<file path="src/rtl/sequence_game_ctrl.sv">
// Multi-level "repeat the pattern" game sequencer: grows a random symbol sequence one
// step per round, plays it on the LEDs, then checks the player's presses under a timeout.
module sequence_game_ctrl #(
    parameter int unsigned NUM_CH         = 4,
    parameter int unsigned MAX_LEN        = 8,
    parameter int unsigned SHOW_CYCLES    = 50000000,
    parameter int unsigned GAP_CYCLES     = 25000000,
    parameter int unsigned TIMEOUT_CYCLES = 250000000,
    parameter int unsigned RESULT_CYCLES  = 250000000,
    localparam int unsigned CW = $clog2(NUM_CH),
    localparam int unsigned LW = $clog2(MAX_LEN + 1)
) (
    input  logic              clk,
    input  logic              reset,
    input  logic              start,
    input  logic [NUM_CH-1:0] btn,
    input  logic [CW-1:0]     rnd,
    output logic [NUM_CH-1:0] led,
    output logic [2:0]        state,
    output logic [LW-1:0]     level,
    output logic [2:0]        winlose,
    output logic              round_ok
);

    localparam logic [2:0] ST_IDLE     = 3'd0;
    localparam logic [2:0] ST_APPEND   = 3'd1;
    localparam logic [2:0] ST_SHOW_ON  = 3'd2;
    localparam logic [2:0] ST_SHOW_GAP = 3'd3;
    localparam logic [2:0] ST_INPUT    = 3'd4;
    localparam logic [2:0] ST_RESULT   = 3'd5;

    localparam logic [2:0] WL_PLAY = 3'd1;
    localparam logic [2:0] WL_LOSE = 3'd2;
    localparam logic [2:0] WL_WIN  = 3'd4;

    localparam int unsigned IW     = (MAX_LEN > 1) ? $clog2(MAX_LEN) : 1;
    localparam int unsigned MAX_SG = (SHOW_CYCLES > GAP_CYCLES) ? SHOW_CYCLES : GAP_CYCLES;
    localparam int unsigned MAX_TR = (TIMEOUT_CYCLES > RESULT_CYCLES) ? TIMEOUT_CYCLES : RESULT_CYCLES;
    localparam int unsigned MAXC   = (MAX_SG > MAX_TR) ? MAX_SG : MAX_TR;
    localparam int unsigned TW     = (MAXC > 1) ? $clog2(MAXC) : 1;

    localparam logic [TW-1:0] SHOW_LAST    = TW'(SHOW_CYCLES - 1);
    localparam logic [TW-1:0] GAP_LAST     = TW'(GAP_CYCLES - 1);
    localparam logic [TW-1:0] TIMEOUT_LAST = TW'(TIMEOUT_CYCLES - 1);
    localparam logic [TW-1:0] RESULT_LAST  = TW'(RESULT_CYCLES - 1);

    logic [2:0]        state_reg,    state_next;
    logic [IW-1:0]     idx_reg,      idx_next;
    logic [TW-1:0]     timer_reg,    timer_next;
    logic [LW-1:0]     level_reg,    level_next;
    logic [2:0]        winlose_reg,  winlose_next;
    logic              round_ok_reg, round_ok_next;
    logic [NUM_CH-1:0] led_reg,      led_next;

    logic [CW-1:0]     mem [MAX_LEN];
    logic              mem_we;
    logic [IW-1:0]     show_addr;
    logic [CW-1:0]     show_sym;
    logic [CW-1:0]     exp_sym;
    logic [NUM_CH-1:0] show_oh;
    logic [NUM_CH-1:0] exp_oh;
    logic              idx_is_last;
    logic              level_is_max;

    // Symbol loaded into the LEDs when (re)entering SHOW_ON. From APPEND the first
    // symbol may be the one being written this very cycle, so rnd is forwarded.
    assign show_addr = (state_reg == ST_APPEND) ? '0 : idx_reg + IW'(1);
    assign show_sym  = (state_reg == ST_APPEND && level_reg == '0) ? rnd : mem[show_addr];
    assign exp_sym   = mem[idx_reg];

    genvar gi;
    for (gi = 0; gi < NUM_CH; gi++) begin : g_dec
        assign show_oh[gi] = (show_sym == CW'(gi));
        assign exp_oh[gi]  = (exp_sym == CW'(gi));
    end

    assign idx_is_last  = (LW'(idx_reg) == level_reg - LW'(1));
    assign level_is_max = (level_reg == LW'(MAX_LEN));

    always_comb begin
        state_next    = state_reg;
        idx_next      = idx_reg;
        timer_next    = timer_reg;
        level_next    = level_reg;
        winlose_next  = winlose_reg;
        round_ok_next = 1'b0;
        led_next      = led_reg;
        mem_we        = 1'b0;

        case (state_reg)
            ST_IDLE: begin
                led_next     = '0;
                winlose_next = WL_PLAY;
                if (start) begin
                    level_next = '0;
                    state_next = ST_APPEND;
                end
            end

            ST_APPEND: begin
                mem_we     = 1'b1;
                level_next = level_reg + LW'(1);
                idx_next   = '0;
                timer_next = '0;
                led_next   = show_oh;
                state_next = ST_SHOW_ON;
            end

            ST_SHOW_ON: begin
                if (timer_reg == SHOW_LAST) begin
                    timer_next = '0;
                    led_next   = '0;
                    state_next = ST_SHOW_GAP;
                end else begin
                    timer_next = timer_reg + TW'(1);
                end
            end

            ST_SHOW_GAP: begin
                if (timer_reg == GAP_LAST) begin
                    timer_next = '0;
                    if (idx_is_last) begin
                        idx_next   = '0;
                        led_next   = '0;
                        state_next = ST_INPUT;
                    end else begin
                        idx_next   = idx_reg + IW'(1);
                        led_next   = show_oh;
                        state_next = ST_SHOW_ON;
                    end
                end else begin
                    timer_next = timer_reg + TW'(1);
                end
            end

            ST_INPUT: begin
                timer_next = timer_reg + TW'(1);
                led_next   = btn;
                // A press is evaluated before the timeout so a last-cycle press still counts.
                if (btn != '0) begin
                    timer_next = '0;
                    if (btn == exp_oh) begin
                        if (!idx_is_last) begin
                            idx_next = idx_reg + IW'(1);
                        end else if (!level_is_max) begin
                            round_ok_next = 1'b1;
                            led_next      = '0;
                            state_next    = ST_APPEND;
                        end else begin
                            winlose_next = WL_WIN;
                            led_next     = '0;
                            state_next   = ST_RESULT;
                        end
                    end else begin
                        winlose_next = WL_LOSE;
                        led_next     = '0;
                        state_next   = ST_RESULT;
                    end
                end else if (timer_reg == TIMEOUT_LAST) begin
                    timer_next   = '0;
                    winlose_next = WL_LOSE;
                    led_next     = '0;
                    state_next   = ST_RESULT;
                end
            end

            ST_RESULT: begin
                led_next = '0;
                if (timer_reg == RESULT_LAST) begin
                    timer_next   = '0;
                    winlose_next = WL_PLAY;
                    level_next   = '0;
                    state_next   = ST_IDLE;
                end else begin
                    timer_next = timer_reg + TW'(1);
                end
            end

            default: begin
                timer_next   = '0;
                idx_next     = '0;
                level_next   = '0;
                winlose_next = WL_PLAY;
                led_next     = '0;
                state_next   = ST_IDLE;
            end
        endcase
    end

    always_ff @(posedge clk or posedge reset) begin
        if (reset) begin
            state_reg    <= ST_IDLE;
            idx_reg      <= '0;
            timer_reg    <= '0;
            level_reg    <= '0;
            winlose_reg  <= WL_PLAY;
            round_ok_reg <= 1'b0;
            led_reg      <= '0;
        end else begin
            state_reg    <= state_next;
            idx_reg      <= idx_next;
            timer_reg    <= timer_next;
            level_reg    <= level_next;
            winlose_reg  <= winlose_next;
            round_ok_reg <= round_ok_next;
            led_reg      <= led_next;
        end
    end

    // Sequence storage needs no reset: every entry is written before it is read.
    always_ff @(posedge clk) begin
        if (mem_we) begin
            mem[IW'(level_reg)] <= rnd;
        end
    end

    assign led      = led_reg;
    assign state    = state_reg;
    assign level    = level_reg;
    assign winlose  = winlose_reg;
    assign round_ok = round_ok_reg;

endmodule
</file>
<file path="config.mk">
export PLATFORM = sky130hd
export DESIGN_NAME = sequence_game_ctrl
export DESIGN_NICKNAME = d
export VERILOG_FILES = /design/src/rtl/sequence_game_ctrl.sv
export SDC_FILE = /design/constraint.sdc
export NUM_CORES = 1
export LEC_CHECK = 0
export CAP_MARGIN = 20
export CORE_ASPECT_RATIO = 0.7
export CORE_MARGIN = 5
export CORE_UTILIZATION = 64
export CTS_CLUSTER_DIAMETER = 100
export DETAILED_ROUTE_END_ITERATION = 6
export DONT_BUFFER_PORTS = 1
export PLACE_DENSITY = 0.83
export SYNTH_ARGS = -nofsm -noshare
export SYNTH_HDL_FRONTEND = slang
export SYNTH_SLANG_ARGS = --single-unit
</file>
<file path="constraint.sdc">
create_clock -name clk -period 3.2 [get_ports clk]
set_clock_uncertainty 0.15 [all_clocks]
set_input_delay 0.8 -clock clk [delete_from_list [all_inputs] [get_ports clk]]
set_output_delay 0.8 -clock clk [all_outputs]
set_load 0.005 [all_outputs]
</file>
==> results of run 1 <==
## report_power, final
group          internal [W]  switching (W)  total, W
Sequential         0.000925       0.000190   0.00111
Clock              0.000434       0.000305  0.000738
Combinational      0.000492       0.000700   0.00119
Total               0.00185        0.00119   0.00304
## worst max-delay path: stages (launching register included)
cell and delay [ps]:
dfrtp_1 570, inv_1 150, ha_1 350, xnor2_1 140, or3_1 560, a31o_2 340, nor2b_1 140, o221ai_1 180
a21bo_1 230
## layer usage
layer  part of all wire, %  vias to the layer above  track usage [%]
met5                     0                        -                0
met4                   2.7                        0             11.2
met3                    13                       37             10.1
met2                    42                      248             37.5
met1                    43                     1570             41.4
li1                      -                     1502                -
## final cells by class
type | instances | area share (%)
tap | 75 | 2.31
clock inverter | 5 | 1.81
multi-input combinational | 297 | 48.3
sequential | 62 | 40.1
inverter | 19 | 1.75
clock buffer | 11 | 3.23
timing repair buffer | 10 | 2.46
## per-stage QoR
step | instances | power, W | setup slack [ps] | utilization, % | instance area, um^2
global placement | 462 | 0.00221 | 282 | 67.1 | 3840
floorplan | 399 | 0.00200 | 644 | - | 3780
finish | 479 | 0.00305 | 283 | 71.0 | 4070
global route | 479 | 0.00321 | 149 | 71.0 | 4070
detailed placement | 462 | 0.00226 | 292 | 67.1 | 3840
CTS | 478 | 0.00302 | 346 | 70.7 | 4050
## synth_stat cells (6+ instances only)
cell and count:
nor4_1 6, or3_1 7, nand2_1 51, nand3_1 13
nor3_1 14, edfxtp_1 16, inv_1 18, a31oi_1 6
clkbuf_1 7, mux2i_1 6, a21oi_1 19, o21ai_0 9
dfrtp_1 45, xnor2_1 7, buf_2 7, o21ai_1 36
o31ai_1 6, nor2_1 26, nand4_1 14
## worst paths after layout
| check | endpoint | slack [ps] | cells after the start |
|---|---|---|---|
| max in group asynchronous | winlose[0] | 2380 | 2 |
| min in group clk | led[1] | 370 | 2 |
| setup / recovery | idx_reg[2] | 280 | 8 |
| hold / removal | timer_reg[7] | 50 | 1 |
| setup reg to reg | idx_reg[2] | 280 | 8 |
| hold reg to reg | led[1] | 370 | 2 |
## cell families after synthesis
logic type	after synthesis
adder cells (fa/ha/maj)	5
AND/OR/NAND/NOR	165
AO/OA/AOI/OAI	104
multiplexers	14
XOR/XNOR	9
flip-flops	62
buffers and inverters	40
==> out/results.tsv, run 1 <==
stage	metric	value	unit
status	status	finished clean	
sta	fmax	0.343	GHz
logic_synthesis	share of the synthesized area in the top cell type	29.8	%
logic_synthesis	area leader, netlist	dfrtp_1	
die	die area	7580	um^2
sta	Hold Slack	51.2	ps
logic_synthesis	Yosys cell types	68	
die	die height	74.3	um
sta	Fin. Hold Viols	0	
logic_synthesis	post-synthesis cell count	399	
clock_network	post-CTS resize count	0	
critical_path	reg2reg start	level[1]	
sta	Period minus WS final	2920	ps
logic_synthesis	FFs w/ async S/R, synth	74.2	%
sta	setup TNS	0	ps
logic_synthesis	syn nets	413	
flow_run	max_cap viols	0	
logic_synthesis	Post-synth EDFFs	16	
logic_synthesis	syn_area_per_cell	9.49	um^2
routing	Remaining DRCs	0	
worst_hold_path	Hold Crit Class	input pin to async pin	
critical_path	critical path required time	3290	ps
die	core area	5730	um^2
clock_network	Post-CTS Setup Bufs	0	
clock_network	CTS H-Tree Depth	3	
logic_synthesis	area fraction in compound gates after synthesis	17.8	%
routing	drt via density	7.01	
sta	slew margin rel.	47.5	%
logic_synthesis	ranking of synthesized cells by area	dfrtp_1, edfxtp_1, nand2_1, o21ai_1, mux4_2	
critical_path	CP max FO	11	
global_routing	gr ovfl total	0	
clock_network	TritonCTS clock tree	yes	
power_and_ir_drop	Pwr Density	749	nW/um^2
sta	Tcrit/Tclk final	91.2	%
logic_synthesis	xor and xnor area share after synthesis	2.08	%
power_and_ir_drop	Leakage Power	1.56	nW
logic_synthesis	mux contribution to synthesized area	5.92	%
sta	Max Transition Viols Final	0	
routing	Pre-antenna DRT Iters	5	
global_routing	first-pass GRT wire length	16.0	mm
finish	Diodes inserted	0	
routing	via count	3357	
global_routing	number of global-route vias before repair	3083	
placed_design	port buffer count	0	
routing	drt total wl	9.76	mm
logic_synthesis	Post-Synth Simple-Gate Area	24.4	%
logic_synthesis	Seq/Total Area, Yosys	43.1	%
global_routing	All-Layer GR Usage	28.1	%
critical_path	startpoint class of the critical path	flip-flop	
die	DIE WIDTH	102	um
placed_design	Final GP Congestion	0.991	
finish	layout net count	413	
placed_design	HPWL after DPL	6.70	mm
clock_network	CTS Buffer Depth	2	
finish	multi-input logic area	1960	um^2
routing	1st-iter DRT viols	406	
global_routing	initial antenna violation count	0	
clock_network	clock sinks	62	
power_and_ir_drop	maximum VDD drop	0.382	mV
routing	DRT antenna net count	0	
finish	fraction of layout cells with a size suffix above 1	11.6	%
clock_network	Clk Latency, worst-skew pair	350	ps
clock_network	clock slew at reported path FFs	70	ps
global_routing	pin count of the biggest net entering global routing	47	
finish	max reg flops	28	
clock_network	hold buffers post-CTS	0	
sta	worst slew pin tran	781	ps
logic_synthesis	ys flop type	dfrtp_1	
logic_synthesis	Synth Cell Area	3780	um^2
finish	area delta synth->final	7.47	%
logic_synthesis	Synth Warn #	0	
logic_synthesis	dominant combinational cell family by area after synthesis	simple AND/OR/NAND/NOR gates	
critical_path	CP Capture Type	flip-flop	
routing	DR WL/cell	20.4	um
clock_network	total CTS buffers	9	
critical_path	worst setup path start	level[1]	
finish	most common library cell in the layout ignoring fill and taps	nand2_1	
finish	register area	1630	um^2
critical_path	class of the most critical setup path	flip-flop to flip-flop	
finish	commonest non-fill, non-tap cells in the layout	nand2_1, dfrtp_1, o21ai_1	
die	Ports	24	
die	Rows	23	
clock_network	CTS Root Cell	clkbuf_8	
critical_path	WP data arrival	3010	ps
logic_synthesis	flops & latches, synth	62	
finish	fillers	405	
sta	Setup-failing EPs final	0	
logic_synthesis	adder-cell share of the synthesized area	1.65	%
sta	RSZ-0062 raised after global routing	false	
die	Starting Density	66.1	%
(Power assumes the default switching activity.)
==> run 2: changes to the inputs <==
--- a/config.mk
+++ b/config.mk
@@ -7,11 +7,12 @@
 export LEC_CHECK = 0
 export CAP_MARGIN = 20
 export CORE_ASPECT_RATIO = 0.7
-export CORE_MARGIN = 5
+export CORE_MARGIN = 2
 export CORE_UTILIZATION = 64
 export CTS_CLUSTER_DIAMETER = 100
 export DETAILED_ROUTE_END_ITERATION = 6
 export DONT_BUFFER_PORTS = 1
+export HOLD_SLACK_MARGIN = 0.05
 export PLACE_DENSITY = 0.83
 export SYNTH_ARGS = -nofsm -noshare
 export SYNTH_HDL_FRONTEND = slang
==> run 2 against run 1 <==
Net effect:
- combinational power hardly changed
- first-iteration DRC count down 19%
- sequential power is essentially flat
- via count fell by 2.1%
- count of clock-buffer cells in the layout decreased by 2
- critical endpoint is now winlose[1]
- setup slack better by 2.7 ps
- fmax about the same
- largest cell class unchanged
- highest routed layer unchanged
- critical path type unchanged
==> out/results.tsv, run 2 (synthesized netlist as in run 1, its figures left out) <==
stage	metric	value	unit	change
status	status	finished clean		
global_routing	gr ovfl total	0		unchanged
clock_network	CTS Root Cell	clkbuf_8		
finish	final non-filler cell total	478		-0.21%
clock_network	hold buffers post-CTS	0		unchanged
die	die area	6550	um^2	-13%
power_and_ir_drop	maximum VDD drop	0.365	mV	-4.3%
critical_path	CP max FO	11		unchanged
global_routing	All-Layer GR Usage	30.8	%	+2.8 points
routing	Remaining DRCs	0		unchanged
finish	area delta synth->final	8.36	%	
clock_network	total CTS buffers	9		unchanged
routing	1st-iter DRT viols	329		-19%
global_routing	pin count of the biggest net entering global routing	47		unchanged
clock_network	post-CTS resize count	0		unchanged
critical_path	critical path required time	3290	ps	about the same
global_routing	number of global-route vias before repair	2853		-7.5%
die	Rows	23		unchanged
routing	Routed met1 length	4.17	mm	-0.79%
power_and_ir_drop	Leakage Power	1.57	nW	+0.42%
placed_design	port buffer count	0		unchanged
critical_path	startpoint class of the critical path	flip-flop		
finish	most common library cell in the layout ignoring fill and taps	nand2_1		
critical_path	class of the most critical setup path	flip-flop to flip-flop		
sta	slew margin rel.	45.8	%	-1.7 points
finish	Diodes inserted	0		unchanged
finish	max reg flops	28		unchanged
clock_network	TritonCTS clock tree	yes		
die	Starting Density	66.1	%	unchanged
sta	worst slew pin tran	808	ps	+26.5 ps
sta	setup TNS	0	ps	unchanged
routing	top sig layer	met4		
global_routing	first-pass GRT wire length	14.9	mm	-6.7%
clock_network	clock slew at reported path FFs	70	ps	about the same
finish	register area	1630	um^2	unchanged
worst_hold_path	Hold Crit Class	input pin to async pin		
sta	Period minus WS final	2910	ps	-2.69 ps
routing	met3 routed WL	1.09	mm	-12%
critical_path	FF-to-FF path depth	8		unchanged
finish	Final Core Density	71.6	%	+0.59 points
finish	multi-input logic area	1960	um^2	unchanged
placed_design	Final GP Congestion	0.850		-14%
sta	fmax	0.343	GHz	about the same
placed_design	HPWL after DPL	6.66	mm	-0.56%
die	DIE WIDTH	95.9	um	-5.9%
finish	fillers	395		-2.5%
sta	RSZ-0062 raised after global routing	false		
routing	DRT antenna net count	0		unchanged
clock_network	CTS H-Tree Depth	3		unchanged
clock_network	CTS Buffer Depth	2		unchanged
routing	met2 routed WL	3.98	mm	-2.0%
sta	Max Transition Viols Final	0		unchanged
sta	Tcrit/Tclk final	91.1	%	about the same
routing	drt total wl	9.39	mm	-3.9%
die	die height	68.3	um	-8.1%
finish	fraction of layout cells with a size suffix above 1	12.2	%	+0.53 points
critical_path	WP data arrival	3000	ps	about the same
sta	Setup-failing EPs final	0		unchanged
routing	via count	3285		-2.1%
critical_path	CP Capture Type	flip-flop		
power_and_ir_drop	Pwr Density	768	nW/um^2	+2.6%
clock_network	Post-CTS Setup Bufs	0		unchanged
die	core area	5730	um^2	unchanged
sta	Fin. Hold Viols	0		unchanged
die	Ports	24		unchanged
finish	commonest non-fill, non-tap cells in the layout	nand2_1, dfrtp_1, o21ai_1		
clock_network	Clk Latency, worst-skew pair	360	ps	about the same
finish	layout net count	412		-0.24%
routing	drt via density	6.87		-1.9%
clock_network	clock sinks	62		unchanged
global_routing	initial antenna violation count	0		unchanged
placed_design	placed cells	461		-0.22%
routing	DR WL/cell	19.6	um	-3.7%
flow_run	max_cap viols	0		unchanged
routing	Pre-antenna DRT Iters	5		unchanged
## run 2: critical path: stages (launching register included)
cell     delay, ps
dfrtp_1        550
inv_1          150
ha_1           240
xnor2_1        230
xnor2_1        110
or3_1          540
nor3_1         490
o21ai_1        120
a32o_1         210
## run 2: final timing paths
check                           slack, ps      endpoint      from
worst max-delay path                  290    winlose[1]  level[1]
worst min-delay path                  180  timer_reg[5]     reset
worst max register to register        290    winlose[1]  level[1]
worst min register to register        360        led[1]    led[1]
max in group asynchronous            2150    winlose[0]     reset
min in group clk                      360        led[1]    led[1]
## run 2: metrics by stage
step	area (um^2)	hold slack [ps]	total power, W	setup slack [ps]
final	4100	177	0.00315	286
after global routing	4100	213	0.00332	11.7
after CTS	4080	369	0.00312	305
after detailed placement	3830	351	0.00226	225
after global placement	3830	346	0.00220	301
after floorplan	3780	323	0.00200	644
## run 2: final cells by class
class | instances | share of cell area [%]
multi-input cells | 297 | 47.9
flip-flops and latches | 62 | 39.8
clock buffers | 9 | 3.02
clock inverters | 7 | 2.99
well taps | 75 | 2.29
repair buffers | 9 | 2.26
inverters | 19 | 1.74
## run 2: layer usage
metal	vias up	global-route usage [%]
met5	-	0
met1	1565	45.3
met2	203	44.1
met4	0	10.4
li1	1499	-
met3	18	8.37
## run 2: power by group
| part | switching [W] | total, W | internal, W |
|---|---|---|---|
| logic | 0.000690 | 0.00118 | 0.000491 |
| registers | 0.000183 | 0.00111 | 0.000924 |
| clock network | 0.000344 | 0.000863 | 0.000519 |
